## src/rtl/sram_bist_pkg.sv

```systemverilog
// Shared types and per-element constant tables for the March C- BIST sequencer.
// Bit n of each table describes march element Mn.
package sram_bist_pkg;

    typedef enum logic [2:0] {
        M0 = 3'd0,
        M1 = 3'd1,
        M2 = 3'd2,
        M3 = 3'd3,
        M4 = 3'd4,
        M5 = 3'd5
    } elem_t;

    typedef enum logic [1:0] {
        IDLE  = 2'd0,
        RUN   = 2'd1,
        DRAIN = 2'd2,
        DONE  = 2'd3
    } state_t;

    localparam int FAIL_COUNT_WIDTH = 16;

    // Direction: 1 = descending address order.
    localparam logic [5:0] ELEM_DESCENDING = 6'b111000;
    // Op count: 1 = read-then-write pair, 0 = single op.
    localparam logic [5:0] ELEM_TWO_OPS    = 6'b011110;
    // 1 = the element's first op is a read.
    localparam logic [5:0] ELEM_FIRST_READ = 6'b111110;
    // Pattern selects: 1 = D1 (inverted background), 0 = D0.
    localparam logic [5:0] ELEM_READ_D1    = 6'b010100;
    localparam logic [5:0] ELEM_WRITE_D1   = 6'b001010;

endpackage

```

## src/rtl/sram_bist_cmp.sv

```systemverilog
// Read-compare stage: registers the expected word for each issued read and
// compares it with sram_dout a cycle later. First-failure log under SRAM_BIST_FAIL_LOG_EN.
module sram_bist_cmp
    import sram_bist_pkg::*;
#(
    parameter int DATA_WIDTH = 32,
    parameter int ADDR_WIDTH = 9
) (
    input  logic                        clk,
    input  logic                        rstb,
    input  logic                        clear,
    input  logic                        rd_valid,
    input  logic [ADDR_WIDTH-1:0]       rd_addr,
    input  elem_t                       rd_elem,
    input  logic [DATA_WIDTH-1:0]       rd_exp,
    input  logic [DATA_WIDTH-1:0]       sram_dout,
    output logic                        ok,
    output logic [FAIL_COUNT_WIDTH-1:0] fail_count,
    output logic [ADDR_WIDTH-1:0]       fail_addr,
    output logic [2:0]                  fail_elem,
    output logic [DATA_WIDTH-1:0]       fail_data
);

    logic                  exp_valid;
    logic [DATA_WIDTH-1:0] exp_data;
    logic                  ok_reg;
    logic                  miscompare;

    assign miscompare = exp_valid && (sram_dout != exp_data);
    // Includes the compare happening this cycle so the final read counts on DONE entry.
    assign ok = ok_reg && !miscompare;

    always_ff @(posedge clk or negedge rstb) begin
        if (!rstb) begin
            exp_valid <= 1'b0;
            exp_data  <= '0;
            ok_reg    <= 1'b1;
        end else if (clear) begin
            exp_valid <= 1'b0;
            exp_data  <= '0;
            ok_reg    <= 1'b1;
        end else begin
            exp_valid <= rd_valid;
            exp_data  <= rd_exp;
            if (miscompare) ok_reg <= 1'b0;
        end
    end

`ifdef SRAM_BIST_FAIL_LOG_EN
    logic [ADDR_WIDTH-1:0] exp_addr;
    elem_t                 exp_elem;

    always_ff @(posedge clk or negedge rstb) begin
        if (!rstb) begin
            exp_addr   <= '0;
            exp_elem   <= M0;
            fail_count <= '0;
            fail_addr  <= '0;
            fail_elem  <= '0;
            fail_data  <= '0;
        end else if (clear) begin
            exp_addr   <= '0;
            exp_elem   <= M0;
            fail_count <= '0;
            fail_addr  <= '0;
            fail_elem  <= '0;
            fail_data  <= '0;
        end else begin
            exp_addr <= rd_addr;
            exp_elem <= rd_elem;
            if (miscompare) begin
                if (fail_count != '1) fail_count <= fail_count + FAIL_COUNT_WIDTH'(1);
                // A zero count means nothing captured yet; the count never wraps back.
                if (fail_count == '0) begin
                    fail_addr <= exp_addr;
                    fail_elem <= exp_elem;
                    fail_data <= sram_dout;
                end
            end
        end
    end
`else
    logic unused_log;
    assign unused_log = ^{rd_addr, rd_elem};
    assign fail_count = '0;
    assign fail_addr  = '0;
    assign fail_elem  = '0;
    assign fail_data  = '0;
`endif

endmodule

```

## src/rtl/sram_march_bist.sv

```systemverilog
// March C- BIST sequencer driving an sram22 macro; optional first-failure log
// enabled by defining SRAM_BIST_FAIL_LOG_EN.
module sram_march_bist
    import sram_bist_pkg::*;
#(
    parameter int                    DATA_WIDTH  = 32,
    parameter int                    ADDR_WIDTH  = 9,
    parameter int                    WMASK_WIDTH = 1,
    parameter logic [DATA_WIDTH-1:0] BACKGROUND  = '0
) (
    input  logic                        clk,
    input  logic                        rstb,
    input  logic                        start,
    output logic                        busy,
    output logic                        done,
    output logic                        pass,
    output logic                        sram_we,
    output logic [WMASK_WIDTH-1:0]      sram_wmask,
    output logic [ADDR_WIDTH-1:0]       sram_addr,
    output logic [DATA_WIDTH-1:0]       sram_din,
    input  logic [DATA_WIDTH-1:0]       sram_dout,
    input  logic                        sram_sae_int,
    output logic                        sram_sae_muxed,
    output logic [FAIL_COUNT_WIDTH-1:0] fail_count,
    output logic [ADDR_WIDTH-1:0]       fail_addr,
    output logic [2:0]                  fail_elem,
    output logic [DATA_WIDTH-1:0]       fail_data
);

    state_t                state, state_next;
    elem_t                 elem, src_elem, nxt_elem, bus_elem;
    logic [ADDR_WIDTH-1:0] addr_cnt, src_addr, nxt_addr;
    logic                  phase, src_phase, nxt_phase;
    logic                  seq_end, nxt_end;
    logic                  issue, restart, op_rd, last_addr, elem_last_op;
    logic                  bus_rd, cmp_ok;
    logic [DATA_WIDTH-1:0] wr_pat, rd_exp;

    assign busy           = (state == RUN) || (state == DRAIN);
    assign done           = (state == DONE);
    assign sram_sae_muxed = sram_sae_int;

    // The counters hold the next op; a restart issues op 0 directly so it hits the bus one cycle after start.
    always_comb begin
        // NOTE: every comb output gets a default first so no path can infer a latch.
        state_next = state;
        src_elem   = elem;
        src_addr   = addr_cnt;
        src_phase  = phase;
        issue      = 1'b0;
        restart    = 1'b0;
        case (state)
            IDLE, DONE: if (start) begin
                state_next = RUN;
                restart    = 1'b1;
                issue      = 1'b1;
                src_elem   = M0;
                src_addr   = '0;
                src_phase  = 1'b0;
            end
            RUN: begin
                if (seq_end) state_next = DRAIN;
                else         issue      = 1'b1;
            end
            DRAIN:   state_next = DONE;
            default: state_next = IDLE;
        endcase

        op_rd  = ELEM_FIRST_READ[src_elem] && !src_phase;
        wr_pat = ELEM_WRITE_D1[src_elem] ? ~BACKGROUND : BACKGROUND;
        rd_exp = ELEM_READ_D1[bus_elem] ? ~BACKGROUND : BACKGROUND;

        last_addr    = ELEM_DESCENDING[src_elem] ? (src_addr == '0) : (src_addr == '1);
        elem_last_op = !ELEM_TWO_OPS[src_elem] || src_phase;
        nxt_phase    = ELEM_TWO_OPS[src_elem] && !src_phase;
        nxt_elem     = src_elem;
        nxt_addr     = src_addr;
        nxt_end      = 1'b0;
        if (elem_last_op) begin
            if (last_addr) begin
                if (src_elem == M5) begin
                    nxt_end = 1'b1;
                end else begin
                    nxt_elem = elem_t'(src_elem + 3'd1);
                    nxt_addr = ELEM_DESCENDING[nxt_elem] ? '1 : '0;
                end
            end else begin
                nxt_addr = ELEM_DESCENDING[src_elem] ? src_addr - ADDR_WIDTH'(1)
                                                     : src_addr + ADDR_WIDTH'(1);
            end
        end
    end

    always_ff @(posedge clk or negedge rstb) begin
        if (!rstb) begin
            state      <= IDLE;
            elem       <= M0;
            addr_cnt   <= '0;
            phase      <= 1'b0;
            seq_end    <= 1'b0;
            bus_rd     <= 1'b0;
            bus_elem   <= M0;
            sram_we    <= 1'b0;
            sram_wmask <= '0;
            sram_addr  <= '0;
            sram_din   <= '0;
            pass       <= 1'b0;
        end else begin
            // NOTE: non-blocking assignments so every register samples pre-edge values.
            state <= state_next;
            if (issue) begin
                elem       <= nxt_elem;
                addr_cnt   <= nxt_addr;
                phase      <= nxt_phase;
                seq_end    <= nxt_end;
                bus_rd     <= op_rd;
                bus_elem   <= src_elem;
                sram_we    <= !op_rd;
                sram_wmask <= op_rd ? '0 : '1;
                sram_addr  <= src_addr;
                sram_din   <= op_rd ? '0 : wr_pat;
            end else begin
                bus_rd     <= 1'b0;
                sram_we    <= 1'b0;
                sram_wmask <= '0;
                sram_addr  <= '0;
                sram_din   <= '0;
            end
            if (restart)               pass <= 1'b0;
            else if (state == DRAIN)   pass <= cmp_ok;
        end
    end

    sram_bist_cmp #(
        .DATA_WIDTH (DATA_WIDTH),
        .ADDR_WIDTH (ADDR_WIDTH)
    ) u_cmp (
        .clk        (clk),
        .rstb       (rstb),
        .clear      (restart),
        .rd_valid   (bus_rd),
        .rd_addr    (sram_addr),
        .rd_elem    (bus_elem),
        .rd_exp     (rd_exp),
        .sram_dout  (sram_dout),
        .ok         (cmp_ok),
        .fail_count (fail_count),
        .fail_addr  (fail_addr),
        .fail_elem  (fail_elem),
        .fail_data  (fail_data)
    );

endmodule

```

## config.mk

```make
export PLATFORM = sky130hd
export DESIGN_NAME = sram_march_bist
export DESIGN_NICKNAME = d
export VERILOG_FILES = /design/src/rtl/sram_bist_pkg.sv /design/src/rtl/sram_bist_cmp.sv /design/src/rtl/sram_march_bist.sv
export SDC_FILE = /design/constraint.sdc
export NUM_CORES = 1
export LEC_CHECK = 0
export ABC_AREA = 1
export BUFFER_PORTS_ARGS = -buffer_cell sky130_fd_sc_hd__buf_2
export CAP_MARGIN = 20
export CORE_ASPECT_RATIO = 0.7
export CORE_MARGIN = 2
export CORE_UTILIZATION = 30
export DETAILED_ROUTE_END_ITERATION = 16
export MAX_ROUTING_LAYER = met4
export SYNTH_ARGS = -nofsm -noshare
export SYNTH_HDL_FRONTEND = slang
export SYNTH_SLANG_ARGS = --single-unit
```

## constraint.sdc

```tcl
create_clock -name clk -period 2.85 [get_ports clk]
set_clock_uncertainty 0.05 [all_clocks]
set_input_delay 0 -clock clk [delete_from_list [all_inputs] [get_ports clk]]
set_output_delay 0 -clock clk [all_outputs]
set_load 0.005 [all_outputs]
```

==> qor.txt <==
post-synthesis simple-gate area fraction - 29.5%
Crit Path Category - flop to flop
met3 Use GR - 3.20%
area leader, netlist - dfrtp_1
Vias per Instance - 4.20
f_max - 0.368 GHz
DRC Markers - 0
busiest grt layer - met2
area delta synth->final - 16.4%
initial antenna violation count - 0
port bufs - 80
Final Cycle Share - 95.4%
grt met1 use - 16.3%
cts bufs inserted - 5
CTS max path bufs - 2
CTS tree - yes
clock-pin slew on the worst setup and hold paths - 0.05 ns
Setup-failing EPs final - 0
Fin. Hold Viols - 0
Overflow after GRT - 0
initial DRC count - 189
reg2reg path depth - 16
MaxCap Viol Count - 0
Worst Tran Pin Value - 0.798 ns
vias in the first global route - 2331
commonest cells in the netlist - nand2_1 (108), buf_4 (93), inv_1 (39), nor2_1 (39), dfrtp_1 (34)
Netlist cell types - 37
Total Routing Usage GR - 12.4%
post-synthesis adder-cell area fraction - 6.22%
Mapped Area - 0.00314 mm2
Reg-to-Reg End - addr_cnt[1]$_DFFE_PN0P_
flops & latches, synth - 35
ys async rst share - 100%
startpoint types - flop
router iterations before antenna repair - 4
Antenna Cells - 0
WHS Path Cells - 8
slew margin rel. - 46.8%
Post-Synth XOR/XNOR Area - 0.837%
CP Data Required Time - 2.97 ns
first-pass GRT wire length - 10.8 mm
clk_lat worst skew - 0.28 ns
clock sink count - 35
average instance area after synthesis - 7.23 um2
cells after synthesis - 434
layout cells sized above 1 - 29.7%
status - finished, final reports clean
via count - 2648
mux contribution to synthesized area - 0%
Final Util - 35.5%
R2R Setup Slk - 0.13 ns
critical path fanouts, max - 7
Synth Area in Compound Gates - 6.18%
Max Slew Vio Count - 0
DRT antenna net count - 0
Post-synth EDFFs - 0
die width - 126 um
most frequent cell after synthesis - nand2_1
r2r startpoint - state[1]$_DFFE_PN0P_
row cnt - 31
largest family of logic cells by synthesized area - simple AND/OR/NAND/NOR gates
fill count - 1045
Ports - 143
crit path DAT - 2.84 ns
fin nets - 549
gpl congestion - 0.919
Die Area - 0.0113 mm2
critical path endpoint category - flop
H-Tree Depth - 2
Leak Pwr - 2.13 nW
worst min path class - primary input to flop
largest vdd supply drop - 0.000395 V
CORE AREA - 0.0103 mm2
DRT Wirelength - 6.91 mm
Worst Hold Endpoint - u_cmp.ok_reg$_DFFE_PN1P_
Synth top area share - 27.1%
Power per Cell Area - 998 mW/mm2
register area - 877 um2
chip height - 89.6 um
Seq/Total Area, Yosys - 28.0%
sum of negative setup slack - 0 ns
Post-synth top flop - dfrtp_1
largest net degree at the start of global routing - 36
footprint of the multi-input gates - 0.00172 mm2
top post-synthesis cells by area - dfrtp_1 (27%), buf_4 (22%), nand2_1 (13%)
YS warnings - 0
routed wire length per instance - 11.0 um
biggest regs - addr_cnt (9), sram_addr (9)
CTS root buf - clkbuf_16
Hold Startpoint - sram_dout[31]
hpwl dp - 5.36 mm
GR Util met2 - 18.9%
Initial Util - 30.5%
min Tclk post-route - 2.72 ns
## worst max path at each step
stage / startpoint / endpoint / slack [ns] / cells after the start
after global placement: state[1]$_DFFE_PN0P_ / addr_cnt[3]$_DFFE_PN0P_ / 0.13 / 16
after floorplan: state[0]$_DFFE_PN0P_ / addr_cnt[8]$_DFFE_PN0P_ / 0.07 / 21
final: state[1]$_DFFE_PN0P_ / addr_cnt[1]$_DFFE_PN0P_ / 0.13 / 16
after CTS: state[0]$_DFFE_PN0P_ / addr_cnt[8]$_DFFE_PN0P_ / 0.02 / 22
after global routing: state[0]$_DFFE_PN0P_ / addr_cnt[8]$_DFFE_PN0P_ / -0.02 / 20
after detailed placement: state[0]$_DFFE_PN0P_ / addr_cnt[8]$_DFFE_PN0P_ / 0.04 / 22
## worst max-delay path, cell delays in order, from the launching register on
cell and delay (ns):
dfrtp_1 0.40, ha_4 0.30, nand2_4 0.09, nand2_4 0.08, inv_2 0.05, ha_1 0.21
inv_2 0.07, ha_4 0.18, buf_4 0.13, nand2_1 0.05, nor2_1 0.10, nand3_1 0.13
a21boi_4 0.16, nand2_2 0.13, or2_1 0.30, nand2_1 0.12, nand2_1 0.06
## cell families (layout without fill, tap and decap cells)
kind of cell             after synthesis  count (layout)
XOR/XNOR                               3               3
buffers and inverters                144             150
adder cells (fa/ha/maj)               15              15
AND/OR/NAND/NOR                      206             206
flip-flops                            35              35
AO/OA/AOI/OAI                         30              30
other                                  1              60
## layout by cell type, fill, tap and decap left out, types with 2 or more instances in the layout
| master | count |
|---|---|
| bufinv_16 | 2 |
| nand3b_1 | 4 |
| ha_4 | 8 |
| nand3_1 | 21 |
| xor2_1 | 3 |
| dlygate4sd3_1 | 3 |
| conb_1 | 60 |
| o21ai_2 | 2 |
| nor3_1 | 7 |
| buf_2 | 80 |
| or2_2 | 3 |
| o21ai_0 | 10 |
| nand3_4 | 3 |
| nor2_1 | 38 |
| nand3_2 | 3 |
| a21oi_1 | 9 |
| nand2_1 | 106 |
| inv_2 | 7 |
| inv_4 | 2 |
| nand2_4 | 3 |
| nor2_4 | 2 |
| inv_1 | 37 |
| nor2_2 | 3 |
| dfrtp_1 | 34 |
| clkbuf_16 | 5 |
| o21ai_1 | 3 |
| nand4_1 | 4 |
| buf_4 | 11 |
| nand2_2 | 8 |
| ha_1 | 6 |
## final cells by class
cell class | instances | area share [%]
multi-input combinational | 314 | 47.0
sequential | 35 | 24.0
timing repair buffer | 94 | 14.0
inverter | 47 | 5.10
tap | 132 | 4.52
clock buffer | 6 | 3.53
clock inverter | 2 | 1.64
timing repair inverter | 1 | 0.171
## stage by stage
| step | area, um2 | setup slack (ns) | hold WS (ns) | total power, mW | std cells |
|---|---|---|---|---|---|
| finish | 3650 | 0.131 | 0.169 | 3.64 | 631 |
| global route | 3650 | -0.0185 | 0.245 | 3.96 | 631 |
| CTS | 3470 | 0.0224 | 0.172 | 3.43 | 628 |
| detailed placement | 3260 | 0.0403 | -0.0500 | 2.70 | 617 |
| global placement | 3260 | 0.127 | -0.0500 | 2.67 | 617 |
| floorplan | 3360 | 0.0736 | -0.346 | 2.33 | 493 |
## report_power, final
group,switching [mW],total (mW),internal [mW]
Combinational,1.31,2.12,0.815
Sequential,0.125,0.810,0.685
Clock,0.208,0.710,0.501
## repair_timing
item | in CTS | in global routing
hold buffers | 3 | 0
endpoints found under the setup margin | 0 | 8
gates resized for setup | 0 | 27
setup buffers | 0 | 2
hold endpoints to repair | 36 | 0
## per-layer routing
metal / routed length, um / part of all wire, %
met1: 3130 / 45
met2: 3090 / 45
met3: 621 / 9.0
met4: 65 / 0.94
met5: 0 / 0
No activity file was read; power rests on OpenSTA's default activity.
